===== config.mk =====
export PLATFORM = sky130hd
export DESIGN_NAME = alarm_sequencer
export DESIGN_NICKNAME = d
export VERILOG_FILES = /design/src/rtl/alarm_sequencer.sv
export SDC_FILE = /design/constraint.sdc
export NUM_CORES = 1
export LEC_CHECK = 0
export ABC_AREA = 1
export ABC_CLOCK_PERIOD_IN_PS = 2400
export BUFFER_PORTS_ARGS = -buffer_cell sky130_fd_sc_hd__buf_2
export CORE_MARGIN = 8
export CORE_UTILIZATION = 49
export CTS_CLUSTER_SIZE = 8
export DETAILED_ROUTE_END_ITERATION = 10
export GPL_TIMING_DRIVEN = 0
export PLACE_DENSITY_LB_ADDON = 0.12
export SYNTH_ARGS = -nofsm -noshare
export SYNTH_HDL_FRONTEND = slang
export SYNTH_SLANG_ARGS = --single-unit

===== constraint.sdc =====
create_clock -name clk -period 2.4 [get_ports clk]
set_input_delay 0.36 -clock clk [delete_from_list [all_inputs] [get_ports clk]]
set_output_delay 0.36 -clock clk [all_outputs]
set_load 0.03 [all_outputs]

===== src/rtl/alarm_sequencer.sv =====
// Alarm sequencer: IDLE -> RING -> SNOOZE state machine with half-second timebase.
// Define ALARM_CADENCE_EN to pulse ring_on 0.5 s on / 0.5 s off while ringing.
module alarm_sequencer #(
    parameter int TICKS_PER_SEC  = 50000000,
    parameter int RING_TIMEOUT_S = 60,
    parameter int SNOOZE_S       = 300,
    parameter int MAX_SNOOZES    = 3
) (
    input  logic       clk,
    input  logic       reset,
    input  logic       alarm_enable,
    input  logic       alarm_match,
    input  logic       snooze_btn,
    input  logic       stop_btn,
    output logic       ring_on,
    output logic [1:0] state,
    output logic [1:0] snooze_cnt
);

    typedef enum logic [1:0] {
        IDLE   = 2'd0,
        RING   = 2'd1,
        SNOOZE = 2'd2
    } state_t;

    localparam int HALF_TICKS    = TICKS_PER_SEC / 2;
    localparam int PRE_W         = (HALF_TICKS > 1) ? $clog2(HALF_TICKS) : 1;
    localparam int RING_HALVES   = 2 * RING_TIMEOUT_S;
    localparam int SNOOZE_HALVES = 2 * SNOOZE_S;
    localparam int MAX_HALVES    = (RING_HALVES > SNOOZE_HALVES) ? RING_HALVES : SNOOZE_HALVES;
    localparam int HALF_W        = $clog2(MAX_HALVES + 1);

    localparam logic [PRE_W-1:0]  PRE_LAST    = PRE_W'(HALF_TICKS - 1);
    localparam logic [HALF_W-1:0] RING_LAST   = HALF_W'(RING_HALVES - 1);
    localparam logic [HALF_W-1:0] SNOOZE_LAST = HALF_W'(SNOOZE_HALVES - 1);
    localparam logic [1:0]        MAX_CNT     = 2'(MAX_SNOOZES);

    state_t              state_q;
    logic [PRE_W-1:0]    pre_cnt;
    logic [HALF_W-1:0]   half_cnt;
    logic                match_q;
    logic                snooze_q;
    logic                stop_q;

    logic                match_ev;
    logic                snooze_ev;
    logic                stop_ev;
    logic                half_tick;
    logic                ring_done;
    logic                snooze_done;
    logic                can_snooze;
    logic [PRE_W-1:0]    pre_next;
    logic [HALF_W-1:0]   half_next;

    assign state = state_q;

    assign match_ev  = alarm_match & ~match_q;
    assign snooze_ev = snooze_btn  & ~snooze_q;
    assign stop_ev   = stop_btn    & ~stop_q;

    // The timeout compares fire on the last prescaler tick of the last half-second,
    // so the state changes exactly N half-seconds after entry.
    assign half_tick   = (pre_cnt == PRE_LAST);
    assign ring_done   = half_tick && (half_cnt == RING_LAST);
    assign snooze_done = half_tick && (half_cnt == SNOOZE_LAST);
    assign can_snooze  = (snooze_cnt < MAX_CNT);

    assign pre_next  = half_tick ? '0 : pre_cnt + 1'b1;
    assign half_next = half_tick ? half_cnt + 1'b1 : half_cnt;

    // Edge-detect flops reset high so inputs already asserted at release are not events.
    // Priority inside the FSM: disable, then stop, then snooze, then timeout.
    always_ff @(posedge clk) begin
        if (reset) begin
            state_q    <= IDLE;
            ring_on    <= 1'b0;
            snooze_cnt <= 2'd0;
            pre_cnt    <= '0;
            half_cnt   <= '0;
            match_q    <= 1'b1;
            snooze_q   <= 1'b1;
            stop_q     <= 1'b1;
        end else begin
            match_q  <= alarm_match;
            snooze_q <= snooze_btn;
            stop_q   <= stop_btn;

            if (!alarm_enable) begin
                state_q    <= IDLE;
                ring_on    <= 1'b0;
                snooze_cnt <= 2'd0;
                pre_cnt    <= '0;
                half_cnt   <= '0;
            end else begin
                case (state_q)
                    IDLE: begin
                        if (match_ev) begin
                            state_q  <= RING;
                            ring_on  <= 1'b1;
                            pre_cnt  <= '0;
                            half_cnt <= '0;
                        end
                    end

                    RING: begin
                        if (stop_ev || (!(snooze_ev && can_snooze) && ring_done)) begin
                            state_q    <= IDLE;
                            ring_on    <= 1'b0;
                            snooze_cnt <= 2'd0;
                            pre_cnt    <= '0;
                            half_cnt   <= '0;
                        end else if (snooze_ev && can_snooze) begin
                            state_q    <= SNOOZE;
                            ring_on    <= 1'b0;
                            snooze_cnt <= snooze_cnt + 2'd1;
                            pre_cnt    <= '0;
                            half_cnt   <= '0;
                        end else begin
                            pre_cnt  <= pre_next;
                            half_cnt <= half_next;
`ifdef ALARM_CADENCE_EN
                            if (half_tick) begin
                                ring_on <= ~ring_on;
                            end
`else
                            ring_on <= 1'b1;
`endif
                        end
                    end

                    SNOOZE: begin
                        if (stop_ev) begin
                            state_q    <= IDLE;
                            ring_on    <= 1'b0;
                            snooze_cnt <= 2'd0;
                            pre_cnt    <= '0;
                            half_cnt   <= '0;
                        end else if (snooze_done) begin
                            state_q  <= RING;
                            ring_on  <= 1'b1;
                            pre_cnt  <= '0;
                            half_cnt <= '0;
                        end else begin
                            ring_on  <= 1'b0;
                            pre_cnt  <= pre_next;
                            half_cnt <= half_next;
                        end
                    end

                    default: begin
                        state_q    <= IDLE;
                        ring_on    <= 1'b0;
                        snooze_cnt <= 2'd0;
                        pre_cnt    <= '0;
                        half_cnt   <= '0;
                    end
                endcase
            end
        end
    end

endmodule


==> run summary, run 1 <==
The run gives 54.2% as the remaining max-slew budget at the tightest pin. Yosys printed 0 warnings. The count of buffers inserted at the top-level ports is 10. The run gives 0 as the number of diodes added for antenna fixing. At the worst endpoint, the required time is 2.63 ns. Number of antenna violations at the first check in global routing: 0.

The tools report the element type at the critical path end as a flip-flop. After global routing the overflow that remains totals 0. The area of the die was 9440 um^2; the number of maximum-capacitance constraint violations was 0. By area the synthesized netlist is led by sky130_fd_sc_hd__dfxtp_1 (27%), sky130_fd_sc_hd__nand2_1 (16%), sky130_fd_sc_hd__nor2_1 (6.4%), sky130_fd_sc_hd__inv_1 (6.3%), sky130_fd_sc_hd__a21oi_1 (6.0%). In this run the static leakage power is 1.42 nW. The count of state elements after synthesis was 43. The via count of the first global-routing pass was 2844. In the routed design, unresolved DRC markers number 0. The number of vias after detailed routing was 2978. The run gives 0.888 as the final weighted congestion of routability-driven global placement. Once layout is complete, the utilization of the core stands at 55.0%. The library cell used most frequently in the layout, excluding fill and tap cells, is sky130_fd_sc_hd__nand2_1. The start-to-end type of the worst setup path is flip-flop to flip-flop.

After layout, the worst setup slack is 0.435 ns. For this run, the leading register cell type out of synthesis is sky130_fd_sc_hd__dfxtp_1. Relative to the synthesized area, the layout overhead comes to 8.18%. Proportion of layout cells with a drive suffix above 1: 16.8%. The first global-routing pass estimated 13300 um of wire. The number of routed nets with antenna violations came out at 0. Counting flops with an async set or reset pin after synthesis yields a share of 0%. The run gives 1.40 mW as the post-layout total power.

The worst hold path belongs to the class input port to flip-flop. Timing would allow up to 0.509 GHz. In this run the count of I/O pins placed on the die edge is 11. The minimum period implied by the final worst setup slack works out to 1.96 ns. Synthesis handed over a netlist of 487 instances. CTS built an H-tree with a depth of 2. Setup total negative slack on the finished layout was measured at 0 ns. At the pin with the least slew margin, the transition time is 0.681 ns. Buffers inserted during clock tree synthesis total 5.

Data arrives at the worst endpoint at 2.19 ns. STA classifies the critical path startpoint as a flip-flop. The post-cts gate resize count was 0. CTS placed an instance of sky130_fd_sc_hd__clkbuf_8 at the clock tree root.

From left edge to right edge, the die measures 97.2 um. The number of nets in the synthesized netlist is 500. Buffers inserted to repair hold after CTS numbered 0. Setup repair after global routing left no endpoint under its margin. Most used cell along the critical path: sky130_fd_sc_hd__inv_2. After detailed routing, the average wire length per cell comes to 13.1 um. Total wirelength of the detailed-routed design: 7650 um. The share of the Yosys chip area taken by registers is 26.7%.

At the later pin of the worst-skew pair, clock insertion delay measures 0.30 ns. Between clock sinks in the finished design, the worst skew comes to 0.00612 ns. On the critical path, the stage with the largest delay is an instance of sky130_fd_sc_hd__dfxtp_1.

The pin count of the biggest net entering global routing came out at 14. Traced cell by cell, the critical path runs through inv_1, ha_1, inv_2, a21oi_1, inv_2, nand2_1, inv_2, nand2_4, inv_6, buf_8, nand3_1, a21oi_1. Maximum fanout encountered on the critical timing path: 10. For this run, the detailed router's first-pass iteration total came to 5. The run gives 2 as the number of buffers between clock root and the deepest sink. Including well taps, the total number of placed cells is 574. Family with the most delay on the worst path: buffers and inverters. Count of pins over their slew limit: 0. In this run, the number of DRC markers left after iteration 0 of detailed routing was 175.

Timing analysis after detailed placement gives a worst setup slack of 0.466 ns. For the total routing resource utilization after global routing, the log shows 16.4%. Leaving out filler cells and counting taps, the final layout contains 582. For this configuration, the core starts out at a cell density of 50.9%.

The share of synthesized area in the top cell type comes to 26.7%. Setup violations remaining at the end of the flow were counted as 0. The peak ir drop on the vdd network is 0.294 mV, and the floorplan core area is 6350 um^2. Summed over all instances, the cell type with the most area after synthesis is sky130_fd_sc_hd__dfxtp_1.

Leaving out fill and tap cells, the most frequent cells in the layout are sky130_fd_sc_hd__nand2_1 (134), sky130_fd_sc_hd__nor2_1 (55), sky130_fd_sc_hd__inv_1 (54). The estimated wirelength of the detail-placed design is 5750 um, and the final clock period utilization by the worst path is 81.9%. TritonCTS built the clock tree.

The run finished with clean final reports. Dividing the detail-routed via count by the number of cells gives 5.12. Counting distinct cell types in the post-synthesis netlist gives 40. The mapped netlist covers 3230 um^2. The number of buffer and inverter stages on the critical path was 6.

Counting flops with a built-in enable in the synthesized netlist gives 0. After floorplanning, the core was divided into 29 placement rows. Count of final hold-check violations: 0. In this design, the stage delay of the slowest critical-path cell is 0.41 ns.

In this run the vertical extent of the chip is 97.2 um. The clock slew at the register clock pins of the worst setup and hold paths is 0.09 ns, and the power per unit of standard cell area is 402 nW/um^2. After the last flow step, the layout net total stands at 517. In this run the mean area of a mapped cell was 6.63 um^2. For the number of sinks on the clock net, the log shows 43. After clock tree synthesis, the setup repair step added 0 buffers.
-- final timing paths --
| kind | start | endpoint | slack (ns) | cells past startpoint |
|---|---|---|---|---|
| max | state[0] | pre_cnt[16] | 0.44 | 12 |
| min reg2reg | ring_on | ring_on | 0.47 | 2 |
| min | stop_btn | stop_q | 0.25 | 3 |
| max reg2reg | state[0] | pre_cnt[16] | 0.44 | 12 |
-- worst register-to-register path, cell delays in order, from the launching register on --
cell and delay (ns):
sky130_fd_sc_hd__dfxtp_1 0.41, sky130_fd_sc_hd__inv_1 0.08, sky130_fd_sc_hd__ha_1 0.20, sky130_fd_sc_hd__inv_2 0.08, sky130_fd_sc_hd__a21oi_1 0.07, sky130_fd_sc_hd__inv_2 0.08
sky130_fd_sc_hd__nand2_1 0.08, sky130_fd_sc_hd__inv_2 0.19, sky130_fd_sc_hd__nand2_4 0.15, sky130_fd_sc_hd__inv_6 0.15, sky130_fd_sc_hd__buf_8 0.17, sky130_fd_sc_hd__nand3_1 0.10
sky130_fd_sc_hd__a21oi_1 0.12
-- layout make-up --
cell class / instances / area, um^2
inverters: 64 / 255
plain buffers: 13 / 92.6
fillers: 629 / 2860
clock inverters: 2 / 35.0
repair buffers: 10 / 50.0
clock buffers: 6 / 82.6
well taps: 77 / 96.3
flip-flops and latches: 43 / 861
multi-input cells: 367 / 2020
-- kinds of logic (layout without fill, tap and decap cells) --
kind of cell	after synthesis	after routing	synth area share, %
simple gates	288	288	45.8
buf+inv	77	95	10.8
compound gates	56	56	9.53
flops	43	43	26.7
xor+xnor	16	16	4.57
fa+ha+maj	7	7	2.71
-- power by group --
| group | total (mW) | switching (mW) | internal (mW) |
|---|---|---|---|
| Sequential | 0.719 | 0.00231 | 0.717 |
| Combinational | 0.0776 | 0.0571 | 0.0205 |
| Clock | 0.606 | 0.269 | 0.337 |
| Total | 1.40 | 0.328 | 1.07 |
-- sequential cells by signal (all words and copies together) (netlist names) --
register	flops
match_q	1
snooze_cnt	2
pre_cnt	25
half_cnt	10
ring_on	1
state	2
stop_q	1
snooze_q	1
-- cell usage after synthesis (4+ instances only) --
cell,count
sky130_fd_sc_hd__dfxtp_1,43
sky130_fd_sc_hd__nand3_1,35
sky130_fd_sc_hd__nor2_4,8
sky130_fd_sc_hd__nand3_2,14
sky130_fd_sc_hd__ha_1,7
sky130_fd_sc_hd__o21ai_0,8
sky130_fd_sc_hd__inv_1,54
sky130_fd_sc_hd__a21oi_1,39
sky130_fd_sc_hd__nand4_1,10
sky130_fd_sc_hd__nor3_1,4
sky130_fd_sc_hd__nand2_2,9
sky130_fd_sc_hd__xor2_1,15
sky130_fd_sc_hd__a21oi_2,4
sky130_fd_sc_hd__nor2_1,55
sky130_fd_sc_hd__clkbuf_1,5
sky130_fd_sc_hd__nand2_1,134
sky130_fd_sc_hd__inv_2,6
-- through the flow --
stage / hold WS (ns) / cell area, um^2
after floorplan: 0.464 / 3230
after global placement: 0.453 / 3380
after detailed placement: 0.462 / 3380
after CTS: 0.245 / 3490
after global routing: 0.255 / 3490
final: 0.251 / 3490
-- routing by layer --
metal / wire length, um / up-vias / global-route usage (%)
li1: - / 1579 / -
met1: 3840 / 1355 / 21.2
met2: 3490 / 36 / 27.5
met3: 264 / 8 / 2.77
met4: 59 / 0 / 3.55
met5: 0 / - / 0
Power figures use the tool's default switching activity.
==> run 2, diff against run 1 <==
Settings changed: ABC_AREA 1 to 0, ABC_CLOCK_PERIOD_IN_PS 2400 to 2000.
Clock period 2.4 ns to 2 ns, I/O delays scaled along.
==> run 2 against run 1 <==
The run now ends with negative setup slack left. Sequential share of layout area up 1.3 points. Via count down 6.5%. Area after synthesis down 19%. Wire length up 1.5%. Maximum frequency down 14%. Synthesized cell count down 33%. Final cell count down 26%. Count of clock-buffer cells in the layout unchanged. Clock skew up 0.0036 ns. Power up 5.9%. Global-route usage up 3.0 points.
==> run summary, run 2 <==
The peak clock frequency supported by timing was 0.436 GHz (was 0.509 GHz); the transition at the pin with the smallest max-transition slack was 0.752 ns (was 0.681 ns). The run gives -0.294 ns (was 0.435 ns) as the post-route worst setup slack. Most common cell in the synthesized netlist: sky130_fd_sc_hd__dfxtp_1 (was sky130_fd_sc_hd__nand2_1). The tools report the sequential fraction of the synthesis area as 33.0% (was 26.7%). The tools report the design area as 3360 um^2 (was 3490 um^2). The tools report the number of antenna violations at the first check in global routing as 0 (unchanged). The post-detailed-route wirelength per cell was 18.1 um (was 13.1 um).

Top Registers: pre_cnt x25, half_cnt x10 (unchanged). The start-to-end type of the worst setup path is flip-flop to flip-flop (unchanged). Top post-synthesis cells by area: sky130_fd_sc_hd__dfxtp_1 (33%), sky130_fd_sc_hd__a31oi_1 (6.7%), sky130_fd_sc_hd__nand3_1 (5.9%), sky130_fd_sc_hd__mux2i_1 (5.7%), sky130_fd_sc_hd__nand2_1 (5.2%) (was sky130_fd_sc_hd__dfxtp_1 (27%), sky130_fd_sc_hd__nand2_1 (16%), sky130_fd_sc_hd__nor2_1 (6.4%), sky130_fd_sc_hd__inv_1 (6.3%), sky130_fd_sc_hd__a21oi_1 (6.0%)). The power per unit of standard cell area was 442 nW/um^2 (was 402 nW/um^2). TritonCTS built the clock tree. The most used cell along the critical path is sky130_fd_sc_hd__buf_8 (was sky130_fd_sc_hd__inv_2). The peak ir drop on the vdd network was 0.353 mV (was 0.294 mV); the combinational cell fraction of total power was 6.7% (was 5.5%). The net count after synthesis is 339 (was 500), and the proportion of layout cells with a drive suffix above 1 is 24.5% (was 16.8%). The count of state elements after synthesis came out at 43 (unchanged). The number of enable flip-flop cells after synthesis is 0 (unchanged), and the biggest cell delay along the critical path is 0.55 ns (was 0.41 ns).

Placement row count: 26 (was 29). The final clock period utilization by the worst path works out to 115% (was 81.9%). The flip-flop count of the largest register after layout is 25 (unchanged).

The root cell of the clock tree was sky130_fd_sc_hd__clkbuf_8 (unchanged). The share of synthesized flip-flops with an asynchronous set or reset came out at 0% (unchanged). The mean cell area of the mapped netlist was 8.01 um^2 (was 6.63 um^2); the area overhead of the layout relative to synthesis was 28.7% (was 8.18%). Register name with the most flops: pre_cnt (unchanged). The pin count of the biggest net entering global routing came out at 12 (was 14). The logs give 49.5% (was 54.2%) for the remaining max-slew budget at the tightest pin and 232 (was 175) for the number of design-rule violations left by the first detailed-router iteration. The depth of the CTS H-tree is 2 (unchanged), and the clock slew at the register clock pins of the worst setup and hold paths is 0.08 ns (was 0.09 ns). The tools report the post-layout total power as 1.49 mW (was 1.40 mW). The final setup violation count is 40 (was 0), and the number of routed nets with antenna violations is 0 (unchanged).

The final weighted congestion of routability-driven global placement is 0.888 (unchanged). The detailed-route vias per instance is 6.49 (was 5.12), and the count of pins over their slew limit is 0 (unchanged). The logs give 0 (unchanged) for the detailed-route DRC error count and 2800 um^2 (was 3380 um^2) for the cell area after placement. The leftover overflow at the end of global routing was 0 (unchanged); the number of hold-repair buffers added at the cts stage was 0 (unchanged). The cell count after synthesis is 326 (was 487). The largest clock skew in the final design was 0.00974 ns (was 0.00612 ns). Type of the worst min-delay path: input port to flip-flop (unchanged). The cell type of the slowest stage on the worst timing path was sky130_fd_sc_hd__or4b_4 (was sky130_fd_sc_hd__dfxtp_1).

The area of the die is 7920 um^2 (was 9440 um^2), and the boundary pin count is 11 (unchanged). The run gives 1.13 mW (was 1.07 mW) as the internal power summed over all cells. For the clock power share, the log shows 35.3% (was 43.2%). The count of buffers inserted at the top-level ports is 10 (unchanged).

The most instantiated flip-flop cell in the synthesis netlist is sky130_fd_sc_hd__dfxtp_1 (unchanged). Total wirelength of the detailed-routed design: 7770 um (was 7650 um). The tools report the number of distinct library cell variants in the gate-level netlist after synthesis as 49 (was 40). For the floorplan core area, the log shows 5140 um^2 (was 6350 um^2). Number of warnings reported in the yosys synthesis log: 0 (unchanged). The leakage power is 1.12 nW (was 1.42 nW), and the worst-case hold slack is 0.206 ns (was 0.251 ns). The first-pass GRT wire length is 12100 um (was 13300 um). Setup repair after global routing could not meet its margin everywhere.

The number of nets in the layout is 373 (was 517), and the number of filler instances in the final layout is 431 (was 629). The run finished, with violations left. The kind of launch point of the worst setup path was a flip-flop (unchanged). The tools report the number of sinks on the clock net as 43 (unchanged). Leading cell types in the layout, fill and taps excluded: sky130_fd_sc_hd__nand2_1 (35), sky130_fd_sc_hd__dfxtp_1 (35), sky130_fd_sc_hd__nand3_1 (29) (was sky130_fd_sc_hd__nand2_1 (134), sky130_fd_sc_hd__nor2_1 (55), sky130_fd_sc_hd__inv_1 (54)). The logs give 2.47 ns (was 2.19 ns) for the critical path data arrival time and 65.4% (was 55.0%) for the final core utilization. Element type at the critical path end: a flip-flop (unchanged).

The horizontal extent of the die is 89 um (was 97.2 um). The clock buffer count from CTS was 5 (unchanged); the initial core utilization was 50.8% (was 50.9%). Ordered cell list for the critical path: or4b_4, or4_4, or2_4, buf_8, buf_8, a31oi_1, mux2i_1 (was inv_1, ha_1, inv_2, a21oi_1, inv_2, nand2_1, inv_2, nand2_4, inv_6, buf_8, nand3_1, a21oi_1).

The data required time at the worst endpoint was 2.18 ns (was 2.63 ns); the netlist area before placement was 2610 um^2 (was 3230 um^2). The fraction of post-synthesis cell area in the top cell type by area was 33.0% (was 26.7%); the via count of the first global-routing pass was 2460 (was 2844). Top cells by count, synth: sky130_fd_sc_hd__dfxtp_1 (43), sky130_fd_sc_hd__nand2_1 (36), sky130_fd_sc_hd__nand3_1 (31), sky130_fd_sc_hd__a31oi_1 (28), sky130_fd_sc_hd__nand4_1 (17) (was sky130_fd_sc_hd__nand2_1 (134), sky130_fd_sc_hd__nor2_1 (55), sky130_fd_sc_hd__inv_1 (54), sky130_fd_sc_hd__dfxtp_1 (43), sky130_fd_sc_hd__a21oi_1 (39)). The checks that failed: negative setup slack. The maximum fanout encountered on the critical timing path works out to 7 (was 10). The dominant cell type by area after synthesis was sky130_fd_sc_hd__dfxtp_1 (unchanged).

The number of buffers between clock root and the deepest sink was 2 (unchanged). The first-pass iteration count of the detailed router is 5 (unchanged). The floorplan die height is 89 um (was 97.2 um). The run gives 4890 um (was 5750 um) as the estimated wirelength of the detail-placed design.

The later-pin clock latency in the skew report is 0.30 ns (about the same). The number of vias after detailed routing is 2784 (was 2978), and the total routing resource utilization after global routing is 19.4% (was 16.4%). For the number of diodes added for antenna fixing, the log shows 0 (unchanged). The count of final hold-check violations was 0 (unchanged); the sequential group share of total power was 58.0% (was 51.3%). The switching share of power was 24.0% (was 23.4%); the minimum period implied by the final worst setup slack was 2.29 ns (was 1.96 ns). Number of maximum-capacitance constraint violations: 0 (unchanged). The net switching power of the design came out at 0.356 mW (was 0.328 mW).
==> run 2: layout make-up <==
cell class | instances | area (um^2) | area share, %
Multi-Input combinational cell | 257 | 1930 | 57.6
Buffer | 13 | 124 | 3.69
Timing Repair Buffer | 27 | 220 | 6.55
Clock buffer | 6 | 72.6 | 2.16
Inverter | 13 | 48.8 | 1.45
Tap cell | 70 | 87.6 | 2.61
Sequential cell | 43 | 873 | 26.0
==> run 2: logic make-up (layout without fill, tap and decap cells) <==
family | count (synthesis) | after routing | share of synthesized area (%)
AND/OR/NAND/NOR | 163 | 163 | 35.1
AO/OA/AOI/OAI | 66 | 67 | 16.5
multiplexers | 15 | 15 | 5.75
buffers and inverters | 27 | 59 | 4.65
XOR/XNOR | 5 | 5 | 1.68
flip-flops | 43 | 43 | 33.0
adder cells (fa/ha/maj) | 7 | 7 | 3.35
==> run 2: power by group through the flow <==
stage               logic [mW]  clock network, mW  registers [mW]
floorplan               0.0538                  0           0.886
global placement        0.0797                  0           0.883
detailed placement      0.0806                  0           0.883
CTS                     0.0846              0.533           0.861
global route             0.108              0.568           0.862
finish                  0.0989              0.525           0.862
==> run 2: repair_timing <==
action                                  in CTS  in global routing
cloned                                       3                  2
endpoints found under the hold margin        0                  0
gates resized for setup                     33                 35
buffers inserted                             9                  4
pin swaps                                   10                 16
endpoints found under the setup margin      40                 40
==> run 2: stage by stage <==
stage / std cells / setup TNS [ns] / setup WS, ns
finish: 429 / -6.12 / -0.294
global route: 429 / -8.21 / -0.317
CTS: 423 / -4.88 / -0.216
detailed placement: 406 / -13.98 / -0.711
global placement: 406 / -12.84 / -0.676
floorplan: 326 / -2.43 / -0.155
==> run 2: critical path, delay by kind of cell (launching register included) <==
kind / cells / cell delay [ns]
flip-flops: 1 / 0.34
buffers and inverters: 2 / 0.29
AO/OA/AOI/OAI: 1 / 0.18
AND/OR/NAND/NOR: 3 / 1.24
multiplexers: 1 / 0.11
==> run 2: worst paths after layout <==
path | startpoint | to | slack, ns | cells after the start
hold / removal | stop_btn | stop_q | 0.21 | 2
hold reg to reg | snooze_cnt[0] | snooze_cnt[0] | 0.47 | 1
setup reg to reg | pre_cnt[23] | pre_cnt[13] | -0.29 | 7
setup / recovery | pre_cnt[23] | pre_cnt[13] | -0.29 | 7
==> run 2: routing by layer <==
layer  GRT usage, %  vias to the layer above  share of wire [%]
met5              0                        -                  0
met4           6.19                        0                2.0
met3           3.86                       23                7.0
met2           30.3                      131                 46
met1           26.1                     1327                 45
li1               -                     1303                  -
